**config.mk**
```make
export PLATFORM = sky130hd
export DESIGN_NAME = instruction_fetch_flat
export DESIGN_NICKNAME = d
export VERILOG_FILES = /design/src/rtl/instruction_fetch_pkg.sv /design/src/rtl/instruction_fetch_if.sv /design/src/rtl/instruction_fetch_fifo.sv /design/src/rtl/instruction_fetch.sv /design/src/flat_wrapper.sv
export SDC_FILE = /design/constraint.sdc
export NUM_CORES = 1
export LEC_CHECK = 0
export ABC_AREA = 0
export CORE_MARGIN = 2
export CORE_UTILIZATION = 45
export CTS_CLUSTER_SIZE = 8
export DETAILED_ROUTE_END_ITERATION = 12
export GPL_TIMING_DRIVEN = 0
export PLACE_DENSITY = 0.81
export SLEW_MARGIN = 20
export SYNTH_ARGS = -nofsm -noshare
export SYNTH_HDL_FRONTEND = slang
export SYNTH_SLANG_ARGS = --single-unit
export TNS_END_PERCENT = 10
```
**constraint.sdc**
```tcl
create_clock -name clk -period 4.5 [get_ports clk]
set_input_delay 0.45 -clock clk [delete_from_list [all_inputs] [get_ports clk]]
set_output_delay 0.45 -clock clk [all_outputs]
set_load 0.1 [all_outputs]
```
**src/rtl/instruction_fetch_pkg.sv**
```systemverilog
// Shared widths, memory-FSM state encoding and the prefetch entry layout
// for the fetch stage.
package instruction_fetch_pkg;

  localparam int unsigned INSTR_W = 32;
  localparam int unsigned ADDR_W  = 32;
  localparam logic [ADDR_W-1:0] PC_STEP = 32'd4;

  typedef enum logic [1:0] {
    M_IDLE    = 2'd0,
    M_WAIT    = 2'd1,
    M_DISCARD = 2'd2
  } mstate_t;

  typedef struct packed {
    logic [ADDR_W-1:0]  pc;
    logic [INSTR_W-1:0] instr;
  } fetch_entry_t;

  function automatic logic [ADDR_W-1:0] word_align(input logic [ADDR_W-1:0] a);
    return a & ~ADDR_W'(3);
  endfunction

endpackage

```
**src/rtl/instruction_fetch_if.sv**
```systemverilog
// Fetch-stage bus bundle: instruction-memory req/ack, redirect, and the
// DOR/ack_from_next handshake toward the decoder.
interface instruction_fetch_if;
  import instruction_fetch_pkg::*;

  logic               mem_req;
  logic [ADDR_W-1:0]  mem_addr;
  logic               mem_ack;
  logic [INSTR_W-1:0] mem_data;
  logic               redirect;
  logic [ADDR_W-1:0]  redirect_pc;
  logic               DOR;
  logic               ack_from_next;
  logic [INSTR_W-1:0] data_out;
  logic [ADDR_W-1:0]  pc_out;

  modport master (
    output mem_req, mem_addr, DOR, data_out, pc_out,
    input  mem_ack, mem_data, redirect, redirect_pc, ack_from_next
  );

  modport slave (
    input  mem_req, mem_addr, DOR, data_out, pc_out,
    output mem_ack, mem_data, redirect, redirect_pc, ack_from_next
  );

endinterface

```
**src/rtl/instruction_fetch_fifo.sv**
```systemverilog
// Prefetch FIFO of {pc, instr} entries. Flush wins over push and pop;
// callers guarantee no push when full and no pop when empty.
module instruction_fetch_fifo
  import instruction_fetch_pkg::*;
#(
  parameter int unsigned DEPTH = 2,
  localparam int unsigned AW = $clog2(DEPTH),
  localparam int unsigned CW = $clog2(DEPTH + 1)
) (
  input  logic         clk,
  input  logic         reset,
  input  logic         push,
  input  logic         pop,
  input  logic         flush,
  input  fetch_entry_t wdata,
  output fetch_entry_t head,
  output logic [CW-1:0] count
);

  fetch_entry_t  store [DEPTH];
  logic [AW-1:0] wr_ptr;
  logic [AW-1:0] rd_ptr;

  always_ff @(posedge clk) begin
    if (!reset) begin
      store  <= '{default: '0};
      wr_ptr <= '0;
      rd_ptr <= '0;
      count  <= '0;
    end else if (flush) begin
      wr_ptr <= '0;
      rd_ptr <= '0;
      count  <= '0;
    end else begin
      if (push) begin
        store[wr_ptr] <= wdata;
        wr_ptr        <= wr_ptr + 1'b1;
      end
      if (pop) begin
        rd_ptr <= rd_ptr + 1'b1;
      end
      if (push && !pop) begin
        count <= count + 1'b1;
      end else if (pop && !push) begin
        count <= count - 1'b1;
      end
    end
  end

  assign head = store[rd_ptr];

endmodule

```
**src/rtl/instruction_fetch.sv**
```systemverilog
// Fetch stage: owns the PC, issues word reads over req/ack into a prefetch
// FIFO and hands one instruction at a time to the decoder.
module instruction_fetch
  import instruction_fetch_pkg::*;
#(
  parameter logic [ADDR_W-1:0] RESET_PC   = '0,
  parameter int unsigned       FIFO_DEPTH = 2
) (
  input logic                 clk,
  input logic                 reset,
  instruction_fetch_if.master bus
);

  localparam int unsigned CW = $clog2(FIFO_DEPTH + 1);
  localparam logic [ADDR_W-1:0] RESET_PC_ALIGNED = word_align(RESET_PC);

  mstate_t           mstate, mstate_n;
  logic [ADDR_W-1:0] pc, pc_n;
  logic              mem_req_q, mem_req_n;
  logic [ADDR_W-1:0] mem_addr_q, mem_addr_n;
  logic              ack_q;
  logic              ack_edge;
  logic              push, pop, flush;
  logic [CW-1:0]     count;
  logic [CW:0]       occupancy;
  logic              credit;
  fetch_entry_t      push_entry;
  fetch_entry_t      head;

  instruction_fetch_fifo #(.DEPTH(FIFO_DEPTH)) u_fifo (
    .clk   (clk),
    .reset (reset),
    .push  (push),
    .pop   (pop),
    .flush (flush),
    .wdata (push_entry),
    .head  (head),
    .count (count)
  );

  // An outstanding request reserves a FIFO slot, so a push never meets a full FIFO.
  assign occupancy = {1'b0, count} + {{CW{1'b0}}, (mstate != M_IDLE)};
  assign credit    = occupancy < (CW + 1)'(FIFO_DEPTH);
  assign ack_edge  = bus.ack_from_next & ~ack_q;
  assign push_entry = '{pc: pc, instr: bus.mem_data};

  always_ff @(posedge clk) begin
    if (!reset) begin
      mstate     <= M_IDLE;
      pc         <= RESET_PC_ALIGNED;
      mem_req_q  <= 1'b0;
      mem_addr_q <= RESET_PC_ALIGNED;
      ack_q      <= 1'b0;
    end else begin
      mstate     <= mstate_n;
      pc         <= pc_n;
      mem_req_q  <= mem_req_n;
      mem_addr_q <= mem_addr_n;
      ack_q      <= bus.ack_from_next;
    end
  end

  always_comb begin
    mstate_n   = mstate;
    pc_n       = pc;
    mem_req_n  = mem_req_q;
    mem_addr_n = mem_addr_q;
    push       = 1'b0;
    flush      = bus.redirect;
    pop        = ack_edge & bus.DOR & ~bus.redirect;
    unique case (mstate)
      M_IDLE: begin
        // Holding off on redirect makes the next request use the new PC.
        if (credit && !bus.redirect) begin
          mem_req_n  = 1'b1;
          mem_addr_n = pc;
          mstate_n   = M_WAIT;
        end
      end
      M_WAIT: begin
        if (bus.mem_ack) begin
          push      = ~bus.redirect;
          pc_n      = pc + PC_STEP;
          mem_req_n = 1'b0;
          mstate_n  = M_IDLE;
        end else if (bus.redirect) begin
          mstate_n = M_DISCARD;
        end
      end
      M_DISCARD: begin
        if (bus.mem_ack) begin
          mem_req_n = 1'b0;
          mstate_n  = M_IDLE;
        end
      end
      default: mstate_n = M_IDLE;
    endcase
    if (bus.redirect) begin
      pc_n = word_align(bus.redirect_pc);
    end
  end

  assign bus.mem_req  = mem_req_q;
  assign bus.mem_addr = mem_addr_q;
  assign bus.DOR      = (count != '0);
  assign bus.data_out = head.instr;
  assign bus.pc_out   = head.pc;

endmodule
```
**src/flat_wrapper.sv**
```systemverilog
// flat-port wrapper written by rule: the top's interface ports become plain ports
module instruction_fetch_flat import instruction_fetch_pkg::*;
#(
  parameter logic [ADDR_W-1:0] RESET_PC   = '0,
  parameter int unsigned       FIFO_DEPTH = 2
)
  (clk, reset, bus_mem_req, bus_mem_addr, bus_DOR, bus_data_out, bus_pc_out, bus_mem_ack, bus_mem_data, bus_redirect, bus_redirect_pc, bus_ack_from_next);
  instruction_fetch_if bus_i ();
  input logic clk;
  input logic reset;
  output wire logic [$bits(bus_i.mem_req)-1:0] bus_mem_req;
  output wire logic [$bits(bus_i.mem_addr)-1:0] bus_mem_addr;
  output wire logic [$bits(bus_i.DOR)-1:0] bus_DOR;
  output wire logic [$bits(bus_i.data_out)-1:0] bus_data_out;
  output wire logic [$bits(bus_i.pc_out)-1:0] bus_pc_out;
  input wire logic [$bits(bus_i.mem_ack)-1:0] bus_mem_ack;
  input wire logic [$bits(bus_i.mem_data)-1:0] bus_mem_data;
  input wire logic [$bits(bus_i.redirect)-1:0] bus_redirect;
  input wire logic [$bits(bus_i.redirect_pc)-1:0] bus_redirect_pc;
  input wire logic [$bits(bus_i.ack_from_next)-1:0] bus_ack_from_next;
  assign bus_mem_req = bus_i.mem_req;
  assign bus_mem_addr = bus_i.mem_addr;
  assign bus_DOR = bus_i.DOR;
  assign bus_data_out = bus_i.data_out;
  assign bus_pc_out = bus_i.pc_out;
  assign bus_i.mem_ack = bus_mem_ack;
  assign bus_i.mem_data = bus_mem_data;
  assign bus_i.redirect = bus_redirect;
  assign bus_i.redirect_pc = bus_redirect_pc;
  assign bus_i.ack_from_next = bus_ack_from_next;
  instruction_fetch #(.RESET_PC(RESET_PC), .FIFO_DEPTH(FIFO_DEPTH)) u_core (.clk(clk), .reset(reset), .bus(bus_i));
endmodule
```
==> metrics.md, run 1 <==
| Metric | Value |
|---|---|
| Result of the run | `finished clean` |
| Cts hold-fix bufs | `0` |
| Port buffer count | `158` |
| Gpl congestion | `0.855` |
| Switching portion of total power | `0.289` |
| Maxcap violations | `0` |
| Total number of yosys warnings | `0` |
| Category of the worst setup path launch point | `register` |
| Final total negative setup slack | `0 ns` |
| Total power | `between 3000 and 4000 uW` |
| Via count normalized by instance count | `around 5.5` |
| Total global routing overflow | `0` |
| Initial antenna violation count | `0` |
| Distinct cell type count after synthesis | `47` |
| EDFF count, synth | `0` |
| Synthesis-stage register bit count | `192` |
| Cell at the root of the clock tree | `sky130_fd_sc_hd__clkbuf_16` |
| Share of power burned in combinational logic | `0.140` |
| Standard cell with the maximum stage delay on the critical path | `sky130_fd_sc_hd__clkdlybuf4s50_1` |
| Worst Path Required | `4.05 ns` |
| Unrepaired setup endpoints after global routing | `false` |
| Highest ir drop seen on vdd | `roughly 0.3 mV` |
| Filler cell count in the final layout | `1629` |
| Vias in the first global route | `7523` |
| Seq. cell area | `just under 0.004 mm2` |
| H-tree depth reported by CTS | `4` |
| Die height | `roughly 140 um` |
| Standard cell area after detailed placement | `0.0102 mm2` |
| Boundary pin count | `167` |
| Synth top area cells | `sky130_fd_sc_hd__dfxtp_1 (46%), sky130_fd_sc_hd__nand2_1 (15%), sky130_fd_sc_hd__a21oi_1 (10%)` |
| Final count of negative-setup-slack endpoints | `0` |
| Post-cts repair resize count | `0` |
| Worst Clk Skew | `0.00876 ns` |
| Synthesized area per cell | `7.97 um2` |
| Power density normalized to cell area | `around 350 mW/mm2` |
| Initial DRC count | `516` |
| Clock tree from TritonCTS | `yes` |
| Crit path largest cell delay | `1.14 ns` |
| Detailed-routing iteration count for the pre-antenna-repair pass | `6` |
| Final-report hold violation count | `0` |
| Category of the critical setup timing path | `register to primary output` |
| Min Tclk post-route | `3.68 ns` |
| Sequential area share after synthesis | `0.464` |
| Net load switching power | `1100 uW` |
| Final WL | `24.1 mm` |
| Reported leakage power | `about 0.0036 uW` |
| Net count of the finished layout | `between 1000 and 1500` |
| Remaining DRCs | `0` |
| Num rows | `49` |
| Share of final-layout standard cells stronger than drive strength 1 | `0.0989` |
| Number of pins exceeding their max-slew limit in the final report | `0` |
| Overall die width | `about 140 um` |
| Starting utilization of the core area | `0.460` |
| Leading cell type in the layout, fill and taps excluded | `sky130_fd_sc_hd__nand2_1` |
| Sequential fraction of design power | `0.470` |
| Cell-by-cell listing of the critical path | `clkbuf_1, buf_1, mux2_2, clkdlybuf4s50_1` |
| Number of nets still failing antenna checks after routing | `0` |
| Type of the worst min-delay path | `input port to register` |
| Area share of the leading cell type in the synthesized netlist | `0.464` |
| Period utilisation layout | `0.817` |
| All-layer global routing usage | `0.241` |
| Post-CTS repair timing setup buffer count | `0` |
| Share of flip-flops with an asynchronous set or reset | `0` |
| Latest clock arrival within the worst-skew pair | `0.44 ns` |
| Vias | `7979` |
| Worst-margin pin slew | `between 1 and 1.5 ns` |
| First-pass GRT wire length | `37.9 mm` |
| WP data arrival | `3.23 ns` |
| Core area | `0.0180 mm2` |
| N_diodes | `0` |
| Headroom to the max-slew limit | `0.317` |
| Primary FF master, synth | `sky130_fd_sc_hd__dfxtp_1` |
| Area delta synth->final | `29.6%` |
| Final Util | `0.596` |
| Area occupied by multi-input gates | `0.00404 mm2` |
| Pin count of the biggest net entering global routing | `18` |
| WL per Instance | `16.5 um` |
| Clock power frac | `0.390` |
| Post-route cell area | `0.0107 mm2` |
| Crit. End Element | `primary output` |
| Cell Area, Synth | `0.00829 mm2` |
| Cts bufs inserted | `17` |
| Die area | `0.0195 mm2` |
| Peak clock frequency supported by timing | `0.272 GHz` |
| Register clock-pin slew on the reported worst setup and hold paths | `0.07 ns` |
| Critical path peak fanout | `10` |
| Maximum buffer depth of the clock tree | `2` |
| Post-Syn Instances | `between 1000 and 1500` |
| Internal power | `around 2700 uW` |
| Library cell with the largest summed area after synthesis | `sky130_fd_sc_hd__dfxtp_1` |
| Commonest cells after routing, fill and taps aside | `sky130_fd_sc_hd__nand2_1 (326), sky130_fd_sc_hd__dfxtp_1 (192), sky130_fd_sc_hd__a21oi_1 (166)` |
| Clock sink count | `192` |
| Post-detailed-placement half-perimeter wirelength | `17.0 mm` |
| Hold Slack | `0.437 ns` |
[flip-flops by register name (all words and copies together) (netlist names)]
signal	cells
u_core.bus.mem_req	1
u_core.bus.mem_addr	30
u_core.u_fifo.store	124
u_core.pc	30
u_core.u_fifo.rd_ptr	1
u_core.ack_q	1
u_core.u_fifo.wr_ptr	1
u_core.mstate	2
u_core.u_fifo.count	2
[kinds of logic (layout without fill, tap and decap cells)]
logic type	after synthesis	count (layout)	share of synthesized area
compound gates	229	229	0.151
xor+xnor	15	15	0.0159
fa+ha+maj	6	6	0.00906
buf+inv	103	293	0.0509
flops	192	192	0.464
mux	63	63	0.0856
other cells	1	4	0.000453
simple gates	431	431	0.223
[synth_stat cells, types with 6 or more instances]
master / number
sky130_fd_sc_hd__buf_1: 7
sky130_fd_sc_hd__inv_1: 11
sky130_fd_sc_hd__ha_1: 6
sky130_fd_sc_hd__dfxtp_1: 192
sky130_fd_sc_hd__nor3_1: 8
sky130_fd_sc_hd__a31oi_1: 9
sky130_fd_sc_hd__a21oi_1: 166
sky130_fd_sc_hd__nand2_1: 326
sky130_fd_sc_hd__nand4_1: 10
sky130_fd_sc_hd__o31ai_1: 7
sky130_fd_sc_hd__buf_2: 11
sky130_fd_sc_hd__xnor2_1: 10
sky130_fd_sc_hd__a311oi_1: 6
sky130_fd_sc_hd__or3_1: 7
sky130_fd_sc_hd__nand3_1: 12
sky130_fd_sc_hd__nor2b_1: 6
sky130_fd_sc_hd__mux2_2: 63
sky130_fd_sc_hd__nor2_1: 21
sky130_fd_sc_hd__o21ai_0: 25
sky130_fd_sc_hd__clkbuf_1: 67
sky130_fd_sc_hd__or4_1: 8
[per-stage QoR]
step | setup slack (ns) | instances
2_1_floorplan | 2.30 | 1043
3_3_place_gp | 1.23 | 1430
3_5_place_dp | 1.16 | 1430
4_1_cts | 0.787 | 1462
5_1_grt | 0.672 | 1462
6_report | 0.825 | 1462
[cell type report]
cell class / count / share of cell area
clock inverters: 13 / 0.0119
inverters: 11 / 0.00384
clock buffers: 19 / 0.0412
multi-input cells: 748 / 0.376
well taps: 229 / 0.0267
repair buffers: 158 / 0.147
plain buffers: 92 / 0.0354
flip-flops and latches: 192 / 0.358
[critical path, delay by kind of cell, from the launching register on]
kind,cells,cell delay (ns)
muxes,1,0.28
buffers and inverters,3,2.20
DFF,1,0.30
[per-layer routing]
metal,GRT usage,share of wire,up-vias
li1,-,-,3862
met1,0.320,0.44,3755
met2,0.401,0.47,322
met3,0.0454,0.072,40
met4,0.0700,0.019,0
met5,0,0,-
[worst paths after layout]
check                                            start  slack [ns]                        to  depth (start not counted)
worst max-delay path              u_core.u_fifo.rd_ptr        0.82            bus_pc_out[16]                          4
worst min-delay path                       bus_mem_ack        0.44              u_core.pc[3]                          3
worst max register to register        u_core.mstate[1]        1.97  u_core.u_fifo.store[112]                         10
worst min register to register  u_core.u_fifo.store[5]        0.45    u_core.u_fifo.store[5]                          2
[power by group through the flow]
| stage | clock [uW] | sequential (uW) | combinational [uW] |
|---|---|---|---|
| floorplan | 0 | 1900 | 260 |
| global placement | 0 | 1820 | 519 |
| detailed placement | 0 | 1820 | 524 |
| CTS | 1490 | 1780 | 527 |
| global route | 1560 | 1790 | 559 |
| finish | 1480 | 1780 | 530 |
Note: power is estimated with default switching activity, not from simulation.
==> inputs of run 2 (changes only) <==
--- a/config.mk
+++ b/config.mk
@@ -11,7 +11,7 @@
 export CTS_CLUSTER_SIZE = 8
 export DETAILED_ROUTE_END_ITERATION = 12
 export GPL_TIMING_DRIVEN = 0
-export PLACE_DENSITY = 0.81
+export PLACE_DENSITY = 0.84
 export SLEW_MARGIN = 20
 export SYNTH_ARGS = -nofsm -noshare
 export SYNTH_HDL_FRONTEND = slang
==> constraint.sdc (replaced) <==
create_clock -name clk -period 3.3 [get_ports clk]
set_input_delay 0.33 -clock clk [delete_from_list [all_inputs] [get_ports clk]]
set_output_delay 0.33 -clock clk [all_outputs]
set_load 0.1 [all_outputs]
==> metrics.md, run 2 (synthesis gave the netlist of run 1 again) <==
| Metric | Value |
|---|---|
| Via count normalized by instance count | `~5.5` |
| Core area | `0.0180 mm2` |
| Remaining DRCs | `0` |
| H-tree depth reported by CTS | `4` |
| Vias | `8009` |
| Gpl congestion | `0.892` |
| Pin count of the biggest net entering global routing | `17` |
| Power density normalized to cell area | `492 mW/mm2` |
| Starting utilization of the core area | `0.460` |
| Peak clock frequency supported by timing | `0.310 GHz` |
| Biggest register | `u_core.u_fifo.store` |
| Worst Clk Skew | `0.00767 ns` |
| Boundary pin count | `between 150 and 200` |
| Vias in the first global route | `approximately 7500` |
| Final WL | `between 20 and 25 mm` |
| Register clock-pin slew on the reported worst setup and hold paths | `~0.07 ns` |
| Leading cell type in the layout, fill and taps excluded | `sky130_fd_sc_hd__nand2_1` |
| Worst Path Required | `2.97 ns` |
| Die area | `~0.020 mm2` |
| Share of final-layout standard cells stronger than drive strength 1 | `0.118` |
| Maximum buffer depth of the clock tree | `2` |
| Crit path largest cell delay | `0.85 ns` |
| Number of nets still failing antenna checks after routing | `0` |
| WP data arrival | `2.90 ns` |
| R2R setup slack | `roughly 0.73 ns` |
| Die height | `between 100 and 150 um` |
| Number of pins exceeding their max-slew limit in the final report | `0` |
| Cell at the root of the clock tree | `sky130_fd_sc_hd__clkbuf_16` |
| First-pass GRT wire length | `38.8 mm` |
| Max FFs per register | `about 120` |
| Category of the worst setup path launch point | `register` |
| Final Util | `0.587` |
| Area delta synth->final | `27.7%` |
| Result of the run | `finished clean` |
| Maxcap violations | `0` |
| Cell-by-cell listing of the critical path | `clkbuf_1, buf_1, mux2_2, dlygate4sd2_1` |
| Worst-margin pin slew | `1.04 ns` |
| Post-detailed-placement half-perimeter wirelength | `17.2 mm` |
| Period utilisation layout | `0.979` |
| Latest clock arrival within the worst-skew pair | `about 0.44 ns` |
| Reported leakage power | `0.00384 uW` |
| Final count of negative-setup-slack endpoints | `0` |
| Initial DRC count | `669` |
| Detailed-routing iteration count for the pre-antenna-repair pass | `6` |
| Initial antenna violation count | `0` |
| Final total negative setup slack | `0 ns` |
| Net count of the finished layout | `1295` |
| Critical path peak fanout | `10` |
| Highest ir drop seen on vdd | `0.373 mV` |
| Standard cell with the maximum stage delay on the critical path | `sky130_fd_sc_hd__dlygate4sd2_1` |
| Clock sink count | `192` |
| Unrepaired setup endpoints after global routing | `true` |
| Crit. End Element | `primary output` |
| Category of the critical setup timing path | `register to primary output` |
| Total global routing overflow | `0` |
| Min Tclk post-route | `3.23 ns` |
| Cts hold-fix bufs | `0` |
| Commonest cells after routing, fill and taps aside | `sky130_fd_sc_hd__nand2_1 (326), sky130_fd_sc_hd__dfxtp_1 (192), sky130_fd_sc_hd__a21oi_1 (166)` |
| Headroom to the max-slew limit | `0.305` |
| Num rows | `49` |
| Port buffer count | `~160` |
| Final-report hold violation count | `0` |
| WL per Instance | `16.8 um` |
| Type of the worst min-delay path | `input port to register` |
| Hold Slack | `between 0.3 and 0.4 ns` |
| Clock tree from TritonCTS | `yes` |
| Overall die width | `140 um` |
| N_diodes | `0` |
| All-layer global routing usage | `0.246` |
| Cts bufs inserted | `17` |
[run 2: cell count changes in the layout (fill, tap and decap cells not counted)]
cell | before | now
sky130_fd_sc_hd__inv_8 | 1 | 0
sky130_fd_sc_hd__dlygate4sd2_1 | 0 | 34
sky130_fd_sc_hd__clkdlybuf4s50_1 | 158 | 99
sky130_fd_sc_hd__clkbuf_1 | 68 | 69
sky130_fd_sc_hd__bufinv_16 | 1 | 2
sky130_fd_sc_hd__clkbuf_2 | 2 | 27
sky130_fd_sc_hd__clkinv_2 | 2 | 3
sky130_fd_sc_hd__inv_6 | 5 | 3
[run 2: final timing paths]
path | from | to | cells after the start
setup / recovery | u_core.u_fifo.rd_ptr | bus_data_out[31] | 4
hold / removal | bus_mem_ack | u_core.pc[3] | 3
setup reg to reg | u_core.mstate[1] | u_core.u_fifo.store[112] | 10
hold reg to reg | u_core.u_fifo.store[94] | u_core.u_fifo.store[94] | 2
[run 2: worst max-delay path: cells and delay by family (launching register included)]
kind,cells,cell delay [ns]
DFF,1,0.31
muxes,1,0.28
buffers and inverters,3,1.86
[run 2: metal layers]
layer,vias up,wire (um),global-route usage
li1,3854,-,-
met1,3756,10600,0.324
met2,356,11600,0.407
met3,43,1870,0.0564
met4,0,426,0.0711
met5,-,0,0
[run 2: report_power, final]
| group | switching [uW] | internal, uW |
|---|---|---|
| Sequential | 52.5 | 2380 |
| Combinational | 505 | 208 |
| Clock | 922 | 1140 |
[run 2: what timing repair did]
action	in CTS	in global routing
buffers inserted	0	0
pin swaps	0	0
resized for setup	59	50
endpoints found under the setup margin	59	30
[run 2: cell type report]
type | count | area [um2]
buffer | 92 | 380
clock buffer | 20 | 447
clock inverter | 12 | 134
fill | 1600 | 7440
inverter | 11 | 41.3
multi-input combinational | 748 | 4040
sequential | 192 | 3840
tap | 229 | 287
timing repair buffer | 158 | 1410
[run 2: metrics by stage]
stage	cell area (um2)	worst slack [ns]	power, uW	std cells
finish	10600	0.0702	5210	1462
global route	10600	-0.0389	5360	1462
CTS	10700	0.00540	5210	1462
detailed placement	10200	0.0625	3190	1430
global placement	10200	0.144	3180	1430
floorplan	8300	1.22	2950	1043
==> inputs of run 3 (changes only) <==
--- a/config.mk
+++ b/config.mk
@@ -12,7 +12,7 @@
 export DETAILED_ROUTE_END_ITERATION = 12
 export GPL_TIMING_DRIVEN = 0
 export PLACE_DENSITY = 0.84
-export SLEW_MARGIN = 20
+export SLEW_MARGIN = 0
 export SYNTH_ARGS = -nofsm -noshare
 export SYNTH_HDL_FRONTEND = slang
 export SYNTH_SLANG_ARGS = --single-unit
==> metrics.md, run 3 (synthesis gave the netlist of run 1 again) <==
| Metric | Value |
|---|---|
| Result of the run | `finished clean` |
| Crit. End Element | `primary output` |
| WP data arrival | `between 2 and 3 ns` |
| Placed instance count | `1430` |
| Crit path largest cell delay | `0.85 ns` |
| Num rows | `~50` |
| N_diodes | `0` |
| Detailed-routing iteration count for the pre-antenna-repair pass | `6` |
| Power density normalized to cell area | `about 500 mW/mm2` |
| Core area | `0.0180 mm2` |
| All-layer global routing usage | `0.246` |
| Headroom to the max-slew limit | `0.301` |
| Max FFs per register | `124` |
| Clock tree from TritonCTS | `yes` |
| Worst Path Required | `approximately 3.0 ns` |
| Remaining DRCs | `0` |
| Vias in the first global route | `7471` |
| Via count normalized by instance count | `5.52` |
| Cell-by-cell listing of the critical path | `clkbuf_1, buf_1, mux2_2, dlygate4sd2_1` |
| Vias | `8067` |
| Starting utilization of the core area | `0.460` |
| WL per Instance | `16.9 um` |
| Reported leakage power | `between 0.003 and 0.004 uW` |
| Number of nets still failing antenna checks after routing | `0` |
| Final-report hold violation count | `0` |
| Share of final-layout standard cells stronger than drive strength 1 | `0.118` |
| Min Tclk post-route | `3.30 ns` |
| Maxcap violations | `0` |
| Critical path peak fanout | `10` |
| Latest clock arrival within the worst-skew pair | `0.45 ns` |
| Highest ir drop seen on vdd | `0.466 mV` |
| Post-CTS repair timing setup buffer count | `0` |
| Category of the critical setup timing path | `register to primary output` |
| Cts bufs inserted | `17` |
| Unrepaired setup endpoints after global routing | `true` |
| Final count of negative-setup-slack endpoints | `0` |
| Peak clock frequency supported by timing | `0.303 GHz` |
| Initial antenna violation count | `0` |
| Total power | `5350 uW` |
| Type of the worst min-delay path | `input port to register` |
| Die area | `between 0.015 and 0.02 mm2` |
| First-pass GRT wire length | `38.5 mm` |
| Boundary pin count | `167` |
| Final WL | `~25 mm` |
| Cell at the root of the clock tree | `sky130_fd_sc_hd__clkbuf_16` |
| Standard cell with the maximum stage delay on the critical path | `sky130_fd_sc_hd__dlygate4sd2_1` |
| Pin count of the biggest net entering global routing | `17` |
| Register clock-pin slew on the reported worst setup and hold paths | `approximately 0.070 ns` |
| Number of buffers and inverters on the critical path | `3` |
| Cts hold-fix bufs | `0` |
| Category of the worst setup path launch point | `register` |
| Port buffer count | `158` |
| H-tree depth reported by CTS | `4` |
| Die height | `around 140 um` |
| Commonest cells after routing, fill and taps aside | `sky130_fd_sc_hd__nand2_1 (326), sky130_fd_sc_hd__dfxtp_1 (192), sky130_fd_sc_hd__a21oi_1 (166)` |
| Total global routing overflow | `0` |
| Gpl congestion | `0.892` |
| Leading cell type in the layout, fill and taps excluded | `sky130_fd_sc_hd__nand2_1` |
| Maximum buffer depth of the clock tree | `2` |
| Worst Clk Skew | `0.00931 ns` |
| Initial DRC count | `~730` |
| Clock sink count | `192` |
| Period utilisation layout | `0.999` |
| Overall die width | `140 um` |
| Post-detailed-placement half-perimeter wirelength | `17.2 mm` |
| Cell type group with the largest total delay on the critical path | `buffers and inverters` |
| Biggest register | `u_core.u_fifo.store` |
| Area delta synth->final | `28.9%` |
| Worst-margin pin slew | `roughly 1.0 ns` |
| Number of standard cells in the layout, taps in and fillers out | `around 1500` |
| Number of pins exceeding their max-slew limit in the final report | `0` |
| Final total negative setup slack | `0 ns` |
| Net count of the finished layout | `1295` |
==> run 3: cell types whose count changed in the layout (fill, tap and decap cells not counted), sizes merged <==
cell | before | now
bufinv | 2 | 3
clkbuf | 114 | 107
clkdlybuf4s15 | 0 | 5
clkinv | 5 | 4
clkinvlp | 2 | 3
dlygate4sd2 | 34 | 37
inv | 14 | 12
==> run 3: final timing paths <==
path	to	startpoint	slack, ns	cells past startpoint
worst max register to register	u_core.u_fifo.store[111]	u_core.mstate[1]	0.72	10
worst min register to register	u_core.u_fifo.store[0]	u_core.u_fifo.store[0]	0.45	2
worst max-delay path	bus_pc_out[17]	u_core.u_fifo.rd_ptr	0.003	4
worst min-delay path	u_core.pc[25]	reset	0.33	3
==> run 3: metrics by stage <==
| stage | setup WS, ns | hold WS [ns] | utilization | cell area, um2 |
|---|---|---|---|---|
| 3_3_place_gp | 0.144 | 0.438 | 0.564 | 10200 |
| 6_report | 0.00253 | 0.334 | 0.593 | 10700 |
| 5_1_grt | -0.0546 | 0.359 | 0.593 | 10700 |
| 2_1_floorplan | 1.22 | 0.433 | - | 8300 |
| 4_1_cts | -0.00733 | 0.320 | 0.596 | 10700 |
| 3_5_place_dp | 0.0825 | 0.444 | 0.564 | 10200 |
==> run 3: where the power goes <==
part | leakage, uW | total (uW) | switching (uW) | internal [uW]
clock | 0.000302 | 2210 | 930 | 1280
sequential | 0.00156 | 2430 | 52.3 | 2380
combinational | 0.00200 | 713 | 504 | 209
total | 0.00386 | 5350 | 1490 | 3860
==> run 3: routing by layer <==
layer  share of wire  wire [um]  GRT usage
met4           0.021        524     0.0847
met5               0          0          0
met2            0.48      11800      0.412
met1            0.43      10500      0.319
met3           0.074       1820     0.0471
==> run 3: final cells by class <==
| type | instances | area (um2) |
|---|---|---|
| timing repair buffer | 158 | 1460 |
| clock inverter | 11 | 153 |
| fill | 1576 | 7340 |
| inverter | 11 | 41.3 |
| sequential | 192 | 3840 |
| clock buffer | 21 | 480 |
| multi-input combinational | 748 | 4040 |
| tap | 229 | 287 |
| buffer | 92 | 380 |
==> run 3: worst reg2reg max path: stages (launching register included) <==
cell and delay (ns):
sky130_fd_sc_hd__dfxtp_1 0.38, sky130_fd_sc_hd__inv_1 0.09, sky130_fd_sc_hd__ha_1 0.18, sky130_fd_sc_hd__clkbuf_1 0.20
sky130_fd_sc_hd__and3b_1 0.23, sky130_fd_sc_hd__clkbuf_1 0.15, sky130_fd_sc_hd__nand2b_1 0.09, sky130_fd_sc_hd__clkbuf_1 0.43
sky130_fd_sc_hd__clkbuf_1 0.50, sky130_fd_sc_hd__nand2_1 0.11, sky130_fd_sc_hd__a21oi_1 0.16
==> run 3: timing repair <==
item,4_1_cts,5_1_grt
pin swaps,0,0
setup endpoints to repair,59,24
hold endpoints to repair,0,0
gates resized for setup,69,34
